===== src/rtl/mem_arb_pkg.sv =====
// mem_arb_pkg: shared definitions for the two-master memory bus arbiter.
//   - MNONE/MREAD/MWRITE bus command encodings and the 2-bit command type
//   - state_t: arbiter sequencer states
//   - is_req(): decodes a master command into "request pending" (2'b11 is idle)
package mem_arb_pkg;

  typedef logic [1:0] mcmd_t;

  localparam mcmd_t MNONE  = 2'b00;
  localparam mcmd_t MREAD  = 2'b01;
  localparam mcmd_t MWRITE = 2'b10;

  typedef enum logic [1:0] {
    StIdle,
    StIssue,
    StResp,
    StAck
  } state_t;

  function automatic logic is_req(input mcmd_t cmd);
    return (cmd == MREAD) || (cmd == MWRITE);
  endfunction

endpackage


===== src/rtl/mem_arb_pick.sv =====
// mem_arb_pick: combinational winner selector for the two-master arbiter.
// Build option: MEM_ARB_RR_EN selects round-robin tie-breaking; when undefined,
// master 0 wins every tie and the last-winner input does not exist.
// Ports:
//   req   in  2  pending request per master (bit 0 = master 0)
//   last  in  1  last granted master (round-robin build only)
//   gnt   out 2  one-hot winner, 2'b00 when nothing is requested
module mem_arb_pick
  import mem_arb_pkg::*;
(
  input  logic [1:0] req,
`ifdef MEM_ARB_RR_EN
  input  logic       last,
`endif
  output logic [1:0] gnt
);

  always_comb begin
    gnt = 2'b00;
`ifdef MEM_ARB_RR_EN
    // On a tie the master that did not win last time goes next.
    if (req == 2'b11) begin
      gnt = last ? 2'b01 : 2'b10;
    end else begin
      gnt = req;
    end
`else
    if (req[0]) begin
      gnt = 2'b01;
    end else if (req[1]) begin
      gnt = 2'b10;
    end
`endif
  end

endmodule


===== src/rtl/mem_arbiter.sv =====
// mem_arbiter: two-master arbiter and sequencer for the shared memory/MMIO bus.
// Grants one master in IDLE, latches its command, drives a single bus cycle,
// waits out the RAM's one-cycle read latency and returns data plus a one-cycle ack.
// Build option: MEM_ARB_RR_EN enables round-robin tie-breaking (else master 0 wins).
// Ports:
//   clk, reset                   clock, synchronous active-high reset
//   m0_cmd/m1_cmd                master commands (MNONE/MREAD/MWRITE, 2'b11 = none)
//   m0_addr/m1_addr, *_wdata     master address / write data
//   m0_rdata/m1_rdata, *_ack     registered read data and completion pulse
//   s_cmd, s_addr, s_wdata       bus command, address, write data
//   s_rdata                      bus read data, valid the cycle after MREAD
//   gnt                          one-hot current owner, 2'b00 when idle
module mem_arbiter
  import mem_arb_pkg::*;
#(
  parameter int unsigned ADDR_W = 9,
  parameter int unsigned DATA_W = 16
) (
  input  logic              clk,
  input  logic              reset,
  input  logic [1:0]        m0_cmd,
  input  logic [ADDR_W-1:0] m0_addr,
  input  logic [DATA_W-1:0] m0_wdata,
  output logic [DATA_W-1:0] m0_rdata,
  output logic              m0_ack,
  input  logic [1:0]        m1_cmd,
  input  logic [ADDR_W-1:0] m1_addr,
  input  logic [DATA_W-1:0] m1_wdata,
  output logic [DATA_W-1:0] m1_rdata,
  output logic              m1_ack,
  output logic [1:0]        s_cmd,
  output logic [ADDR_W-1:0] s_addr,
  output logic [DATA_W-1:0] s_wdata,
  input  logic [DATA_W-1:0] s_rdata,
  output logic [1:0]        gnt
);

  state_t            state_q, state_d;
  mcmd_t             cmd_q;
  logic [ADDR_W-1:0] addr_q;
  logic [DATA_W-1:0] wdata_q;
  logic              win_q;      // 0 = master 0 owns the bus, 1 = master 1
  logic [DATA_W-1:0] rdata0_q, rdata1_q;
  logic [1:0]        req, pick;
  logic              grant;

  assign req   = {is_req(m1_cmd), is_req(m0_cmd)};
  assign grant = (state_q == StIdle) && (pick != 2'b00);

`ifdef MEM_ARB_RR_EN
  logic last_q;  // last winner; resets to 1 so master 0 is favoured first

  mem_arb_pick u_pick (
    .req  (req),
    .last (last_q),
    .gnt  (pick)
  );

  always_ff @(posedge clk) begin
    if (reset) begin
      last_q <= 1'b1;
    end else if (grant) begin
      last_q <= pick[1];
    end
  end
`else
  mem_arb_pick u_pick (
    .req (req),
    .gnt (pick)
  );
`endif

  always_comb begin
    state_d = state_q;
    unique case (state_q)
      StIdle:  if (pick != 2'b00) state_d = StIssue;
      StIssue: state_d = (cmd_q == MREAD) ? StResp : StAck;
      StResp:  state_d = StAck;
      StAck:   state_d = StIdle;
      default: state_d = StIdle;
    endcase
  end

  always_ff @(posedge clk) begin
    if (reset) begin
      state_q  <= StIdle;
      cmd_q    <= MNONE;
      addr_q   <= '0;
      wdata_q  <= '0;
      win_q    <= 1'b0;
      rdata0_q <= '0;
      rdata1_q <= '0;
    end else begin
      state_q <= state_d;
      // Master inputs are only looked at here; later changes are ignored.
      if (grant) begin
        win_q   <= pick[1];
        cmd_q   <= pick[1] ? m1_cmd   : m0_cmd;
        addr_q  <= pick[1] ? m1_addr  : m0_addr;
        wdata_q <= pick[1] ? m1_wdata : m0_wdata;
      end
      if (state_q == StResp) begin
        if (win_q) begin
          rdata1_q <= s_rdata;
        end else begin
          rdata0_q <= s_rdata;
        end
      end
    end
  end

  always_comb begin
    s_cmd    = (state_q == StIssue) ? cmd_q : MNONE;
    s_addr   = addr_q;
    s_wdata  = wdata_q;
    gnt      = (state_q == StIdle) ? 2'b00 : {win_q, ~win_q};
    m0_ack   = (state_q == StAck) && !win_q;
    m1_ack   = (state_q == StAck) && win_q;
    m0_rdata = rdata0_q;
    m1_rdata = rdata1_q;
  end

endmodule


===== config.mk =====
export PLATFORM = sky130hd
export DESIGN_NAME = mem_arbiter
export DESIGN_NICKNAME = d
export VERILOG_FILES = /design/src/rtl/mem_arb_pkg.sv /design/src/rtl/mem_arb_pick.sv /design/src/rtl/mem_arbiter.sv
export SDC_FILE = /design/constraint.sdc
export NUM_CORES = 1
export LEC_CHECK = 0
export ABC_AREA = 1
export CAP_MARGIN = 20
export CELL_PAD_IN_SITES_DETAIL_PLACEMENT = 1
export CELL_PAD_IN_SITES_GLOBAL_PLACEMENT = 2
export CORE_ASPECT_RATIO = 0.6
export CORE_MARGIN = 10
export CORE_UTILIZATION = 20
export CTS_CLUSTER_DIAMETER = 150
export DETAILED_ROUTE_END_ITERATION = 12
export PLACE_DENSITY_LB_ADDON = 0.1
export SYNTH_ARGS = -nofsm -noshare
export SYNTH_HDL_FRONTEND = slang
export SYNTH_SLANG_ARGS = --single-unit

===== constraint.sdc =====
create_clock -name clk -period 1.6 [get_ports clk]
set_input_delay 0.48 -clock clk [delete_from_list [all_inputs] [get_ports clk]]
set_output_delay 0.48 -clock clk [all_outputs]
set_load 0.1 [all_outputs]

==> results.ini, run 1 <==
[sta]
tightest_slew_ns = 0.190
setup_ws_ns = -0.137
period_needed_ns = 1.74
slew_headroom = 0.872
rsz0062_at_grt = yes
post-route-period-util = 1.09
holdWs_ns = 0.512
max_clock_freq_mhz = 576
setup_viol = 6
clock_skew_ns = 0.00654
hold_viol = 0
slew_viol_final = 0

[cells_and_area]
seq_area_um2 = 1250
syn_to_final_growth_pct = 98.6
fillers = 1706
drive_gt1_frac = 0.242
diodes = 0
multi_input_area_um2 = 1450
fin_nets = 695

[setup_path]
timing.reg2reg.worst_path_depth = 10
critPathMaxFanout = 3
crit_chain = inv_4 > ha_4 > nand2_4 > clkinvlp_4 > buf_12
crit_arrival_ns = 1.26
slowest_delay_ns = 0.38
crit_cells = 5
cp-endpoint = s_cmd[0]
r2r_end = s_wdata[7]
critPathTopFamily = flip-flops
path_class = flop to primary output
required_ns = 1.12
r2r_start = state_q[0]
start_kind = flop
cp-startpoint = state_q[1]
reg2reg_slack_ns = 0.12
critPathBufInv = 3
critical_path.endpoint_type = primary output
cp_slowest_cell = dfxtp_4

[pwr]
vdd.ir_drop.worst_mv = 0.873
p_leak_nw = 2.67
finalPower_mw = 11.5
powerDensity_nw_per_um2 = 1960

[synth]
synthCells = 465
seq_area_frac_synth = 0.419
synth_cell_types = 20
ys.warnings.count = 0
synth_fp_nets = 541
avgSynthCellArea_um2 = 6.37
synth_area_um2 = 2960
synth_seq_cells = 62

[clock_tree]
insertion_delay_ns = 0.33
clkSinkCount = 62
h-tree-depth = 3
cts_made_buffers = 9
clockBufferDepth = 2
tritoncts = yes
path_clk_slew_ns = 0.05
root_buffer = clkbuf_16

[routing]
ant_nets = 0
num_vias = 3224
routed_wl_mm = 11.7
viasPerCell = 3.92
drtIter0Drc = 125
drc = 0
wl_per_cell_um = 14.2
drtPass1Iterations = 4

[global_routing]
overflow = 0
grt_pass1_wl_mm = 18.7
grt_max_degree = 37
antenna_found_initial = 0
grt_pass1_vias = 3466
track_usage = 0.118

[floorplanning]
coreArea_um2 = 14500
die-width_um = 177
rows = 34
die_height_um = 114
io_pins = 135
start_util = 0.204
design.die.area_um2 = 20200

[place]
place.gp.congestion = 0.708
port_buffers = 134
preCtsSetupSlack_ns = -0.365
hpwl_mm = 8.74

[job]
drv_cap = 0

[hold_path]
hold_start = cmd_q[0]
hold_class = flop to flop

[outcome]
violations = negative setup slack
status = complete, but fails checks

==> cell usage in the layout (no fill, tap or decap), types with 7 or more instances in the layout <==
master / n
buf_12: 70
buf_4: 16
clkbuf_16: 10
clkdlybuf4s50_1: 67
clkinvlp_4: 7
dfxtp_1: 59
inv_1: 55
nand2_1: 114
nor2_1: 132
nor2_2: 9
o21ai_0: 33
==> power breakdown <==
| part | switching (mW) | leakage, nW | internal, mW |
|---|---|---|---|
| Combinational | 4.33 | 2.00 | 2.57 |
| Sequential | 0.475 | 0.510 | 1.97 |
| Clock | 0.746 | 0.154 | 1.40 |
==> cells by family after synthesis <==
kind of cell    count (synthesis)  share of synthesized area
simple gates                  274                      0.369
buf+inv                        86                      0.124
flops                          62                      0.419
compound gates                 39                     0.0710
fa+ha+maj                       4                     0.0169
==> worst reg2reg max path, delay by kind of cell (launching register included) <==
family          cells  cell delay [ns]
buf+inv             5             0.56
flops               1             0.40
fa+ha+maj           1             0.18
simple gates        3             0.17
compound gates      1             0.08
==> cell usage after synthesis <==
master / number / area share
nor2_1: 135 / 0.17
nand2_1: 119 / 0.15
inv_1: 64 / 0.081
dfxtp_1: 62 / 0.42
o21ai_0: 33 / 0.056
nor2_2: 9 / 0.019
buf_2: 8 / 0.014
clkbuf_1: 6 / 0.0076
nand2_2: 5 / 0.011
a21oi_1: 4 / 0.0068
buf_6: 4 / 0.015
ha_1: 4 / 0.017
nand3_1: 4 / 0.0068
inv_2: 2 / 0.0025
a21oi_2: 1 / 0.0030
buf_1: 1 / 0.0013
buf_4: 1 / 0.0025
nor2_4: 1 / 0.0038
nor2_8: 1 / 0.0068
o21ai_4: 1 / 0.0055
==> registers in the layout (all words and copies together) (netlist names) <==
register  flops
state_q       2
win_q         1
cmd_q         2
s_addr        9
m1_rdata     16
m0_rdata     16
s_wdata      16
==> worst min path at each step <==
stage | endpoint | slack [ns] | cells past startpoint
6_report | cmd_q[0] | 0.51 | 2
5_1_grt | cmd_q[0] | 0.54 | 2
4_1_cts | cmd_q[0] | 0.49 | 2
3_5_place_dp | cmd_q[0] | 0.47 | 2
3_3_place_gp | cmd_q[0] | 0.48 | 2
2_1_floorplan | cmd_q[0] | 0.45 | 2
==> final cells by class <==
type / count / area share
Clock buffer: 10 / 0.0407
Clock inverter: 6 / 0.0145
Inverter: 66 / 0.0462
Multi-Input combinational cell: 317 / 0.247
Sequential cell: 62 / 0.213
Tap cell: 198 / 0.0421
Timing Repair Buffer: 163 / 0.397
==> per-stage QoR <==
| step | util | std cells | TNS, ns | instance area [µm²] |
|---|---|---|---|---|
| floorplan | - | 465 | -0.140 | 3010 |
| global placement | 0.365 | 794 | -8.88 | 5290 |
| detailed placement | 0.365 | 794 | -9.90 | 5290 |
| CTS | 0.397 | 816 | -1.83 | 5760 |
| global route | 0.405 | 822 | -1.04 | 5880 |
| finish | 0.405 | 822 | -0.663 | 5880 |
==> timing repair <==
action / CTS / global route
buffers inserted: 4 / 6
setup endpoints to repair: 10 / 67
pin swaps: 5 / 5
hold buffers: 0 / 0
gates cloned: 2 / 1
resized for setup: 19 / 16
==> metal layers <==
metal / global-route usage / vias to the layer above / share of wire
met5: 0 / - / 0
met4: 0.0312 / 0 / 0.0073
met3: 0.0474 / 8 / 0.066
met2: 0.191 / 72 / 0.46
met1: 0.142 / 1471 / 0.46
li1: - / 1673 / -
(Power assumes the default switching activity.)
==> run 2: changes to the inputs <==
--- a/config.mk
+++ b/config.mk
@@ -5,13 +5,12 @@
 export SDC_FILE = /design/constraint.sdc
 export NUM_CORES = 1
 export LEC_CHECK = 0
-export ABC_AREA = 1
 export CAP_MARGIN = 20
 export CELL_PAD_IN_SITES_DETAIL_PLACEMENT = 1
 export CELL_PAD_IN_SITES_GLOBAL_PLACEMENT = 2
 export CORE_ASPECT_RATIO = 0.6
 export CORE_MARGIN = 10
-export CORE_UTILIZATION = 20
+export CORE_UTILIZATION = 22
 export CTS_CLUSTER_DIAMETER = 150
 export DETAILED_ROUTE_END_ITERATION = 12
 export PLACE_DENSITY_LB_ADDON = 0.1
==> run 2 against run 1 <==
The flow still finishes with violations (negative setup slack). Power is 0.38% higher. Critical endpoint is now m1_ack. Routed wire length is 2.4% higher. Flip-flop and latch count unchanged.
==> results.ini, run 2 <==
[outcome]
status = complete, but fails checks
violations = negative setup slack

[cells_and_area]
final_common_cell = nand2_1
fin_util = 0.459  ; +0.0535
syn_to_final_growth_pct = 103
drive_gt1_frac = 0.320  ; +0.0775
seq_area_um2 = 1250  ; -0.20%
mostFrequentLayoutCells = nand2_1, buf_12, clkdlybuf4s50_1
multi_input_area_um2 = 1440  ; -0.86%
fillers = 1351  ; -21%
fin_nets = 554  ; -20%
fin_cells = 647  ; -21%
diodes = 0  ; unchanged

[clock_tree]
h-tree-depth = 3  ; unchanged
tritoncts = yes
cts_made_buffers = 9  ; unchanged
root_buffer = clkbuf_16
clockBufferDepth = 2  ; unchanged
insertion_delay_ns = 0.33  ; about the same
path_clk_slew_ns = 0.05  ; about the same
clkSinkCount = 62  ; unchanged

[setup_path]
critPathTopFamily = flip-flops
start_kind = flop
path_class = flop to primary output
critPathMaxFanout = 4  ; +1
r2r_end = s_addr[0]
critPathBufInv = 1  ; -2
crit_cells = 3  ; -2
required_ns = 1.12  ; about the same
reg2reg_slack_ns = 0  ; -0.12 ns
r2r_start = state_q[0]
slowest_delay_ns = 0.36  ; -0.02 ns
crit_chain = ha_2 > and2_2 > buf_12
cp_slowest_cell = dfxtp_4
critical_path.endpoint_type = primary output
timing.reg2reg.worst_path_depth = 7  ; -3
crit_arrival_ns = 1.25  ; about the same

[sta]
tightest_slew_ns = 0.407  ; +0.217 ns
setup_viol = 6  ; unchanged
rsz0062_at_grt = yes
clock_skew_ns = 0.00437  ; -0.00217 ns
setup_tns_ns = -0.673  ; -0.00972 ns
post-route-period-util = 1.08  ; -0.00183
setup_ws_ns = -0.134  ; +0.00292 ns
max_clock_freq_mhz = 577  ; +0.17%
hold_viol = 0  ; unchanged
slew_viol_final = 0  ; unchanged
slew_headroom = 0.729  ; -0.143
period_needed_ns = 1.73  ; -0.00292 ns

[synth]
ys_async_sr_fraction = 0  ; unchanged
avgSynthCellArea_um2 = 8.29  ; +30%
synth_seq_cells = 62  ; unchanged
synth_area_um2 = 2740  ; -7.6%
synth_cell_types = 27  ; +35%
synthCells = 330  ; -29%
synth_edf_count = 0  ; unchanged
synth.area.top_cells = dfxtp_1, nand2_1, a311oi_2, a21oi_1, nor2_1
synth_fp_nets = 406  ; -25%
yosys-top-cells-count = nand2_1, dfxtp_1, a21oi_1
ys.warnings.count = 0  ; unchanged
synth_ff_type = dfxtp_1
synth_area_leader_cell = dfxtp_1
seq_area_frac_synth = 0.454  ; +0.0345
synth.most_common_cell = nand2_1
yosys.area.top_type_share = 0.454  ; +0.0345

[routing]
viasPerCell = 4.33  ; +10%
routed_wl_mm = 12.0  ; +2.4%
wl_per_cell_um = 18.5  ; +30%
drtPass1Iterations = 4  ; unchanged
ant_nets = 0  ; unchanged
num_vias = 2799  ; -13%
drtIter0Drc = 100  ; -20%
drc = 0  ; unchanged

[place]
preCtsSetupSlack_ns = -0.562  ; -0.197 ns
place.gp.congestion = 0.733  ; +3.5%
hpwl_mm = 8.27  ; -5.4%
dp.cells = 619  ; -22%
port_buffers = 134  ; unchanged

[floorplanning]
rows = 31  ; -8.8%
coreArea_um2 = 12100  ; -17%
die-width_um = 164  ; -7.4%
die_height_um = 106  ; -6.9%
start_util = 0.226  ; +0.0219
io_pins = 135  ; unchanged
design.die.area_um2 = 17400  ; -14%

[pwr]
vdd.ir_drop.worst_mv = 0.836  ; -4.2%
p_leak_nw = 2.10  ; -21%
powerDensity_nw_per_um2 = 2080  ; +6.3%

[global_routing]
grt_pass1_wl_mm = 18.0  ; -4.0%
overflow = 0  ; unchanged
grt_max_degree = 28  ; -24%
antenna_found_initial = 1  ; +1
track_usage = 0.132  ; +0.0139
grt_pass1_vias = 3112  ; -10%

[hold_path]
hold_class = flop to flop
hold_start = m0_rdata[14]
holdPathEnd = m0_rdata[14]
hold_depth = 2  ; unchanged

[job]
drv_cap = 0  ; unchanged

[run 2: changes by cell type after synthesis, moves of 6 or more]
cell | before | now
a21oi_1 | 4 | 35
inv_1 | 64 | 3
nor2b_1 | 0 | 6
nor2_1 | 135 | 31
clkbuf_1 | 6 | 13
nor2_2 | 9 | 0
o21ai_0 | 33 | 1
a311oi_2 | 0 | 23
[run 2: per-layer routing]
metal	GRT usage	part of all wire	vias up
li1	-	-	1396
met1	0.157	0.46	1324
met2	0.206	0.45	67
met3	0.0693	0.082	10
met4	0.0286	0.0079	2
met5	0	0.0011	-
[run 2: area by class of cell]
cell class / count / area share
inverter: 3 / 0.00248
clock inverter: 4 / 0.00856
clock buffer: 11 / 0.0437
sequential: 62 / 0.225
tap: 165 / 0.0372
timing repair buffer: 163 / 0.424
multi-input combinational: 239 / 0.259
[run 2: kinds of logic (layout without fill, tap and decap cells)]
family | count (synthesis) | in the layout | share of synthesized area
simple gates | 164 | 164 | 0.239
compound gates | 67 | 67 | 0.216
flops | 62 | 62 | 0.454
buf+inv | 29 | 181 | 0.0595
fa+ha+maj | 4 | 4 | 0.0183
xor+xnor | 3 | 3 | 0.00961
mux | 1 | 1 | 0.00366
[run 2: worst register-to-register path, delay by kind of cell, from the launching register on]
| family | cells | cell delay, ns |
|---|---|---|
| AND/OR/NAND/NOR | 1 | 0.05 |
| AO/OA/AOI/OAI | 2 | 0.49 |
| adder cells (fa/ha/maj) | 1 | 0.17 |
| buffers and inverters | 3 | 0.43 |
| flip-flops | 1 | 0.36 |
[run 2: where the power goes]
part           total [mW]  switching [mW]  internal [mW]
sequential           2.45           0.469           1.98
combinational        7.16            4.42           2.74
clock                1.93           0.698           1.23
total                11.5            5.59           5.95
[run 2: repair_timing]
| action | 4_1_cts | 5_1_grt |
|---|---|---|
| endpoints found under the setup margin | 50 | 33 |
| gates resized for setup | 19 | 13 |
| cloned | 2 | 5 |
| setup buffers | 3 | 4 |
| hold buffers | 0 | 0 |
| pin swaps | 8 | 5 |
[run 2: worst max path at each step]
stage,slack (ns),endpoint,startpoint
floorplan,-0.09,gnt[1],state_q[0]
global placement,-0.49,s_addr[7],m1_cmd[0]
detailed placement,-0.56,s_wdata[10],m1_cmd[0]
CTS,-0.15,m1_ack,state_q[0]
global route,-0.18,gnt[1],state_q[0]
finish,-0.13,m1_ack,state_q[0]
[run 2: per-stage QoR]
stage,hold slack (ns),area [µm²],power (mW)
after global placement,0.481,4970,8.98
after detailed placement,0.486,4970,9.05
after CTS,0.493,5400,11.3
final,0.490,5550,11.5
after global routing,0.512,5550,12.1
after floorplan,0.480,2780,6.56
==> run 3: changes to the inputs <==
--- a/config.mk
+++ b/config.mk
@@ -5,7 +5,6 @@
 export SDC_FILE = /design/constraint.sdc
 export NUM_CORES = 1
 export LEC_CHECK = 0
-export CAP_MARGIN = 20
 export CELL_PAD_IN_SITES_DETAIL_PLACEMENT = 1
 export CELL_PAD_IN_SITES_GLOBAL_PLACEMENT = 2
 export CORE_ASPECT_RATIO = 0.6
==> results of run 3 <==
Same layout as run 2: the final DEF is identical, and so are final timing and power.
